### src/rtl/pipe_ctrl_pkg.sv
// pipe_ctrl_pkg: shared state encoding and constants for the pipeline hazard controller
package pipe_ctrl_pkg;
  typedef enum logic {IDLE = 1'b0, MD_RUN = 1'b1} md_state_t;
  localparam logic [4:0] REG_ZERO = 5'd0;
  localparam int MD_CYCLES_DEFAULT = 32;
endpackage

### src/rtl/md_busy_timer.sv
// md_busy_timer: tracks an in-flight multiply/divide and reports busy until its result is valid
module md_busy_timer
  import pipe_ctrl_pkg::*;
#(
  parameter int MD_CYCLES = MD_CYCLES_DEFAULT
) (
  input  logic      clk,
  input  logic      rst,
  input  logic      launch,
  output logic      busy,
  output md_state_t state
);
  md_state_t  r_state;
  logic [7:0] r_md_cnt;
  always_ff @(posedge clk or posedge rst) begin
    if (rst) begin
      r_state  <= IDLE;
      r_md_cnt <= '0;
    end else if (r_state == IDLE) begin
      if (launch) begin
        r_state  <= MD_RUN;
        r_md_cnt <= 8'(MD_CYCLES - 1);
      end
    end else if (r_md_cnt == 8'd0) begin
      r_state <= IDLE;
    end else begin
      r_md_cnt <= r_md_cnt - 8'd1;
    end
  end
  // busy is a pure state decode so it never glitches
  assign busy  = r_state == MD_RUN;
  assign state = r_state;
endmodule

### src/rtl/pipe_hazard_ctrl.sv
// pipe_hazard_ctrl: load-use / mult-div / branch stall-flush control for the 5-stage core
// Optional performance counters built only when PIPE_CTRL_PERF_EN is defined.
module pipe_hazard_ctrl
  import pipe_ctrl_pkg::*;
#(
  parameter int MD_CYCLES = MD_CYCLES_DEFAULT,
  parameter int CNT_W     = 32
) (
  input  logic             clk,
  input  logic             rst,
  input  logic             memread_IE,
  input  logic [4:0]       rt_addr_IE,
  input  logic [4:0]       rs_addr_ID,
  input  logic [4:0]       rt_addr_ID,
  input  logic             uses_rt_ID,
  input  logic             branch_taken_EX,
  input  logic             md_start_ID,
  input  logic             md_use_ID,
  output logic             pc_we,
  output logic             if_id_we,
  output logic             if_id_flush,
  output logic             id_ex_bubble,
  output logic             md_go,
  output logic             md_busy,
  output logic [CNT_W-1:0] stall_cycles,
  output logic [CNT_W-1:0] flush_count
);
  md_state_t w_state;
  logic      w_lu, w_mdh, w_stall, w_flush;
  assign w_lu = memread_IE && rt_addr_IE != REG_ZERO &&
                (rt_addr_IE == rs_addr_ID || (uses_rt_ID && rt_addr_IE == rt_addr_ID));
  assign w_mdh   = md_busy && (md_use_ID || md_start_ID);
  // a taken branch outranks any stall; reset forces the free-running defaults
  assign w_flush = !rst && branch_taken_EX;
  assign w_stall = !rst && !branch_taken_EX && (w_lu || w_mdh);
  assign pc_we        = !w_stall;
  assign if_id_we     = !w_stall;
  assign if_id_flush  = w_flush;
  assign id_ex_bubble = w_flush || w_stall;
  assign md_go = !rst && w_state == IDLE && md_start_ID && !branch_taken_EX && !w_lu;
  md_busy_timer #(.MD_CYCLES(MD_CYCLES)) u_timer (
    .clk   (clk),
    .rst   (rst),
    .launch(md_go),
    .busy  (md_busy),
    .state (w_state)
  );
`ifdef PIPE_CTRL_PERF_EN
  logic [CNT_W-1:0] r_stall_cycles, r_flush_count;
  always_ff @(posedge clk or posedge rst) begin
    if (rst) begin
      r_stall_cycles <= '0;
      r_flush_count  <= '0;
    end else begin
      if (!pc_we && !(&r_stall_cycles)) r_stall_cycles <= r_stall_cycles + CNT_W'(1);
      if (if_id_flush && !(&r_flush_count)) r_flush_count <= r_flush_count + CNT_W'(1);
    end
  end
  assign stall_cycles = r_stall_cycles;
  assign flush_count  = r_flush_count;
`else
  assign stall_cycles = '0;
  assign flush_count  = '0;
`endif
endmodule

### config.mk
export PLATFORM = sky130hd
export DESIGN_NAME = pipe_hazard_ctrl
export DESIGN_NICKNAME = d
export VERILOG_FILES = /design/src/rtl/pipe_ctrl_pkg.sv /design/src/rtl/md_busy_timer.sv /design/src/rtl/pipe_hazard_ctrl.sv
export SDC_FILE = /design/constraint.sdc
export NUM_CORES = 1
export LEC_CHECK = 0
export ABC_AREA = 1
export CAP_MARGIN = 40
export CORE_MARGIN = 3
export CORE_UTILIZATION = 36
export CTS_BUF_LIST = sky130_fd_sc_hd__clkbuf_8
export DETAILED_ROUTE_END_ITERATION = 10
export MAX_ROUTING_LAYER = met4
export PLACE_DENSITY_LB_ADDON = 0.08
export REMOVE_ABC_BUFFERS = 1
export SKIP_LAST_GASP = 1
export SLEW_MARGIN = 10
export SYNTH_ARGS = -nofsm -noshare
export SYNTH_HDL_FRONTEND = slang
export SYNTH_SLANG_ARGS = --single-unit
### constraint.sdc
create_clock -name clk -period 1.74 [get_ports clk]
set_input_delay 0.174 -clock clk [delete_from_list [all_inputs] [get_ports clk]]
set_output_delay 0.174 -clock clk [all_outputs]
set_load 0.02 [all_outputs]
==> metrics.md, run 1 <==
| Metric | Value |
|---|---|
| Outcome | `finished, final reports clean` |
| Antenna violations before repair | `0` |
| Psw | `0.739 mW` |
| Area of the multi-input gates | `724 sq um` |
| Finished Cell Area | `0.00149 sq mm` |
| RR Startpoint | `u_timer.r_md_cnt[0]$_DFFE_PP0P_` |
| GRT Total Usage | `0.125` |
| Largest net degree at the start of global routing | `10` |
| Dpl ws | `-432 ps` |
| Initial DRC count | `37` |
| Layout cells sized above 1 | `0.118` |
| # fillers | `368` |
| Cell count after placement | `278` |
| Hold/Removal Path Class | `in -> async` |
| Register area | `225 sq um` |
| Final hold slack | `311 ps` |
| Clock skew | `0.282 ps` |
| Non-Filler Instances | `283` |
| Post-synth EDFFs | `0` |
| Synth warn | `0` |
| R2r setup slk | `180 ps` |
| Via-per-instance ratio | `3.77` |
| Site row count | `21` |
| Total negative slack | `0 ps` |
| Achievable Freq | `599 MHz` |
| Placement-stage cell area | `0.00142 sq mm` |
| Die Span X | `65.8 um` |
| Die ar. | `0.00433 sq mm` |
| Clock root buffer | `clkbuf_8` |
| Post-synthesis sequential area ratio | `0.175` |
| Antenna viol nets, final | `0` |
| IO Pins | `92` |
| Mapped cell area | `0.00129 sq mm` |
| H-tree depth | `1` |
| Worst setup path class | `in -> out` |
| Drt first pass iters | `4` |
| Power, Total | `1.54 mW` |
| Worst skew pair latency | `230 ps` |
| Worst VDD drop | `749 uV` |
| #FFs+latches synth | `9` |
| Reg2Reg Capture Point | `u_timer.r_md_cnt[3]$_DFFE_PP0P_` |
| CTS Sinks | `9` |
| Met2 WL | `1.28 mm` |
| Routed vias | `1,066` |
| Final period util | `0.960` |
| Synth cell count leaders | `buf_4 (65), nand2_1 (51), inv_1 (22)` |
| Dpl hpwl | `2.14 mm` |
| Max Used Layer | `met4` |
| Top FF cell, synth | `dfrtp_1` |
| Mapped Cells | `199` |
| Grt ovf | `0` |
| Initial Util | `0.380` |
| Yosys top cell area share | `0.379` |
| DRT Wirelength | `2.63 mm` |
| Core area | `0.00339 sq mm` |
| Max FO, Critical Path | `3` |
| Clk pin slew, worst setup/hold paths | `50 ps` |
| Setup violations, final | `0` |
| Crit path launch type | `input pin` |
| Maxcap violations | `0` |
| CP Data Required Time | `1570 ps` |
| Most frequent cell after synthesis | `buf_4` |
| Final Max Slew Viols | `0` |
| Post-synthesis cell type count | `21` |
| Clock Power Share | `0.155` |
| DIE HEIGHT | `65.8 um` |
| Wire length per cell | `9.30 um` |
| Setup ws final | `70.4 ps` |
| Ant. Diodes | `0` |
| FF-to-FF path depth | `7` |
| Met3 WL | `278 um` |
| Async set-reset flop share out of synthesis | `1.00` |
| Vias in the first global route | `917` |
| Routability cong. | `0.813` |
| Global-route wire length before repair | `4.17 mm` |
| Post-layout min period | `1670 ps` |
| # DRC | `0` |
| Met1 WL | `1.06 mm` |
| Max clock buf depth | `2` |
| Final core occ | `0.440` |
| Synth top area cells | `buf_4 (38%), dfrtp_1 (17%), nand2_1 (15%), inv_1 (6.4%), nand3_1 (5.4%)` |
| Comb pwr share | `0.593` |
| Internal | `0.805 mW` |
| Sequential power share | `0.251` |
| Layout area overhead | `15.7%` |
| CTS Buf Count | `3` |
| CTS tree | `done` |
| Sw Ratio | `0.479` |
| Arrival time worst endpoint | `1500 ps` |
| Nets | `262` |
| Pwr Density | `1040 mW/mm^2` |
| Largest area contributor in the synthesized netlist | `buf_4` |
| Leakage power | `0.915 nW` |
| Synthesized area per cell | `6.47 sq um` |
| Hold Fails Final Rpt | `0` |
| Input/output buffers | `27` |
| Crit path capture type | `primary output` |
layout make-up:
type,count,share of cell area
Sequential cell,9,0.151
Tap cell,46,0.0386
Multi-Input combinational cell,163,0.486
Clock inverter,1,0.00252
Inverter,25,0.0630
Clock buffer,3,0.0277
Timing Repair Buffer,36,0.231
power groups by stage:
stage | Sequential (mW) | Clock (mW) | Combinational (mW)
6_report | 0.388 | 0.240 | 0.915
3_3_place_gp | 0.395 | 0 | 0.889
5_1_grt | 0.405 | 0.259 | 1.06
3_5_place_dp | 0.394 | 0 | 0.887
2_1_floorplan | 0.403 | 0 | 0.593
4_1_cts | 0.390 | 0.247 | 0.882
what timing repair did:
item / 4_1_cts / 5_1_grt
setup buffers: 0 / 1
hold buffers: 0 / 0
pin swaps: 0 / 2
setup endpoints to repair: 4 / 7
gates resized for setup: 18 / 14
cloned: 0 / 0
per-layer routing:
metal  GRT usage  vias up
met1       0.145      453
met2       0.217       57
met3      0.0340        2
li1            -      554
met5           -        -
met4      0.0207        0
worst max-delay path: stages:
cell and delay, ps:
clkdlybuf4s50_1 490, inv_1 50, nand2_1 50, nand2_1 50
nor2_1 100, nand3_1 80, nand2_1 90, nand2_2 70
a31oi_1 170, buf_4 170
cells in the final DEF, fill, tap and decap left out:
cell / count
nor2_1: 12
xor2_1: 1
conb_1: 64
inv_2: 5
o21ai_0: 6
clkbuf_8: 3
o21a_1: 1
inv_1: 21
nand2_1: 50
nand2_2: 2
nand3_2: 1
nand4_2: 1
nand4_1: 1
dlygate4sd2_1: 1
dfrtp_1: 9
clkdlybuf4s50_1: 17
nand2_4: 1
dlymetal6s2s_1: 5
nand3_1: 13
a31oi_1: 1
buf_6: 2
buf_2: 1
xnor2_1: 1
nor2_2: 1
o31ai_4: 1
ha_1: 2
buf_4: 10
a21oi_1: 4
sequential cells by signal (all words and copies together) (netlist names):
signal,count
u_timer.r_md_cnt,8
u_timer.busy,1
how the worst max path moves through the flow:
| stage | from | end | slack, ps | cells past startpoint |
|---|---|---|---|---|
| final | rt_addr_ID[4] | id_ex_bubble | 70 | 10 |
| after global routing | rt_addr_ID[4] | id_ex_bubble | -40 | 10 |
| after CTS | rt_addr_IE[3] | id_ex_bubble | 20 | 10 |
| after detailed placement | rt_addr_IE[3] | id_ex_bubble | -430 | 10 |
| after global placement | rt_addr_IE[4] | id_ex_bubble | -430 | 10 |
| after floorplan | u_timer.r_md_cnt[0]$_DFFE_PP0P_ | u_timer.r_md_cnt[1]$_DFFE_PP0P_ | 310 | 7 |
cells by family after synthesis:
group | after synthesis | synth area share
AO/OA/AOI/OAI | 13 | 0.0661
XOR/XNOR | 2 | 0.0136
adder cells (fa/ha/maj) | 2 | 0.0194
buffers and inverters | 90 | 0.452
flip-flops | 9 | 0.175
other | 1 | 0.00291
AND/OR/NAND/NOR | 82 | 0.271
No activity file was read; power rests on OpenSTA's default activity.
==> inputs of run 2 (changes only) <==
Settings changed: CTS_CLUSTER_SIZE from default to 10.
==> results of run 2 <==
The final DEF is identical to that of run 1; final timing and power are the same.
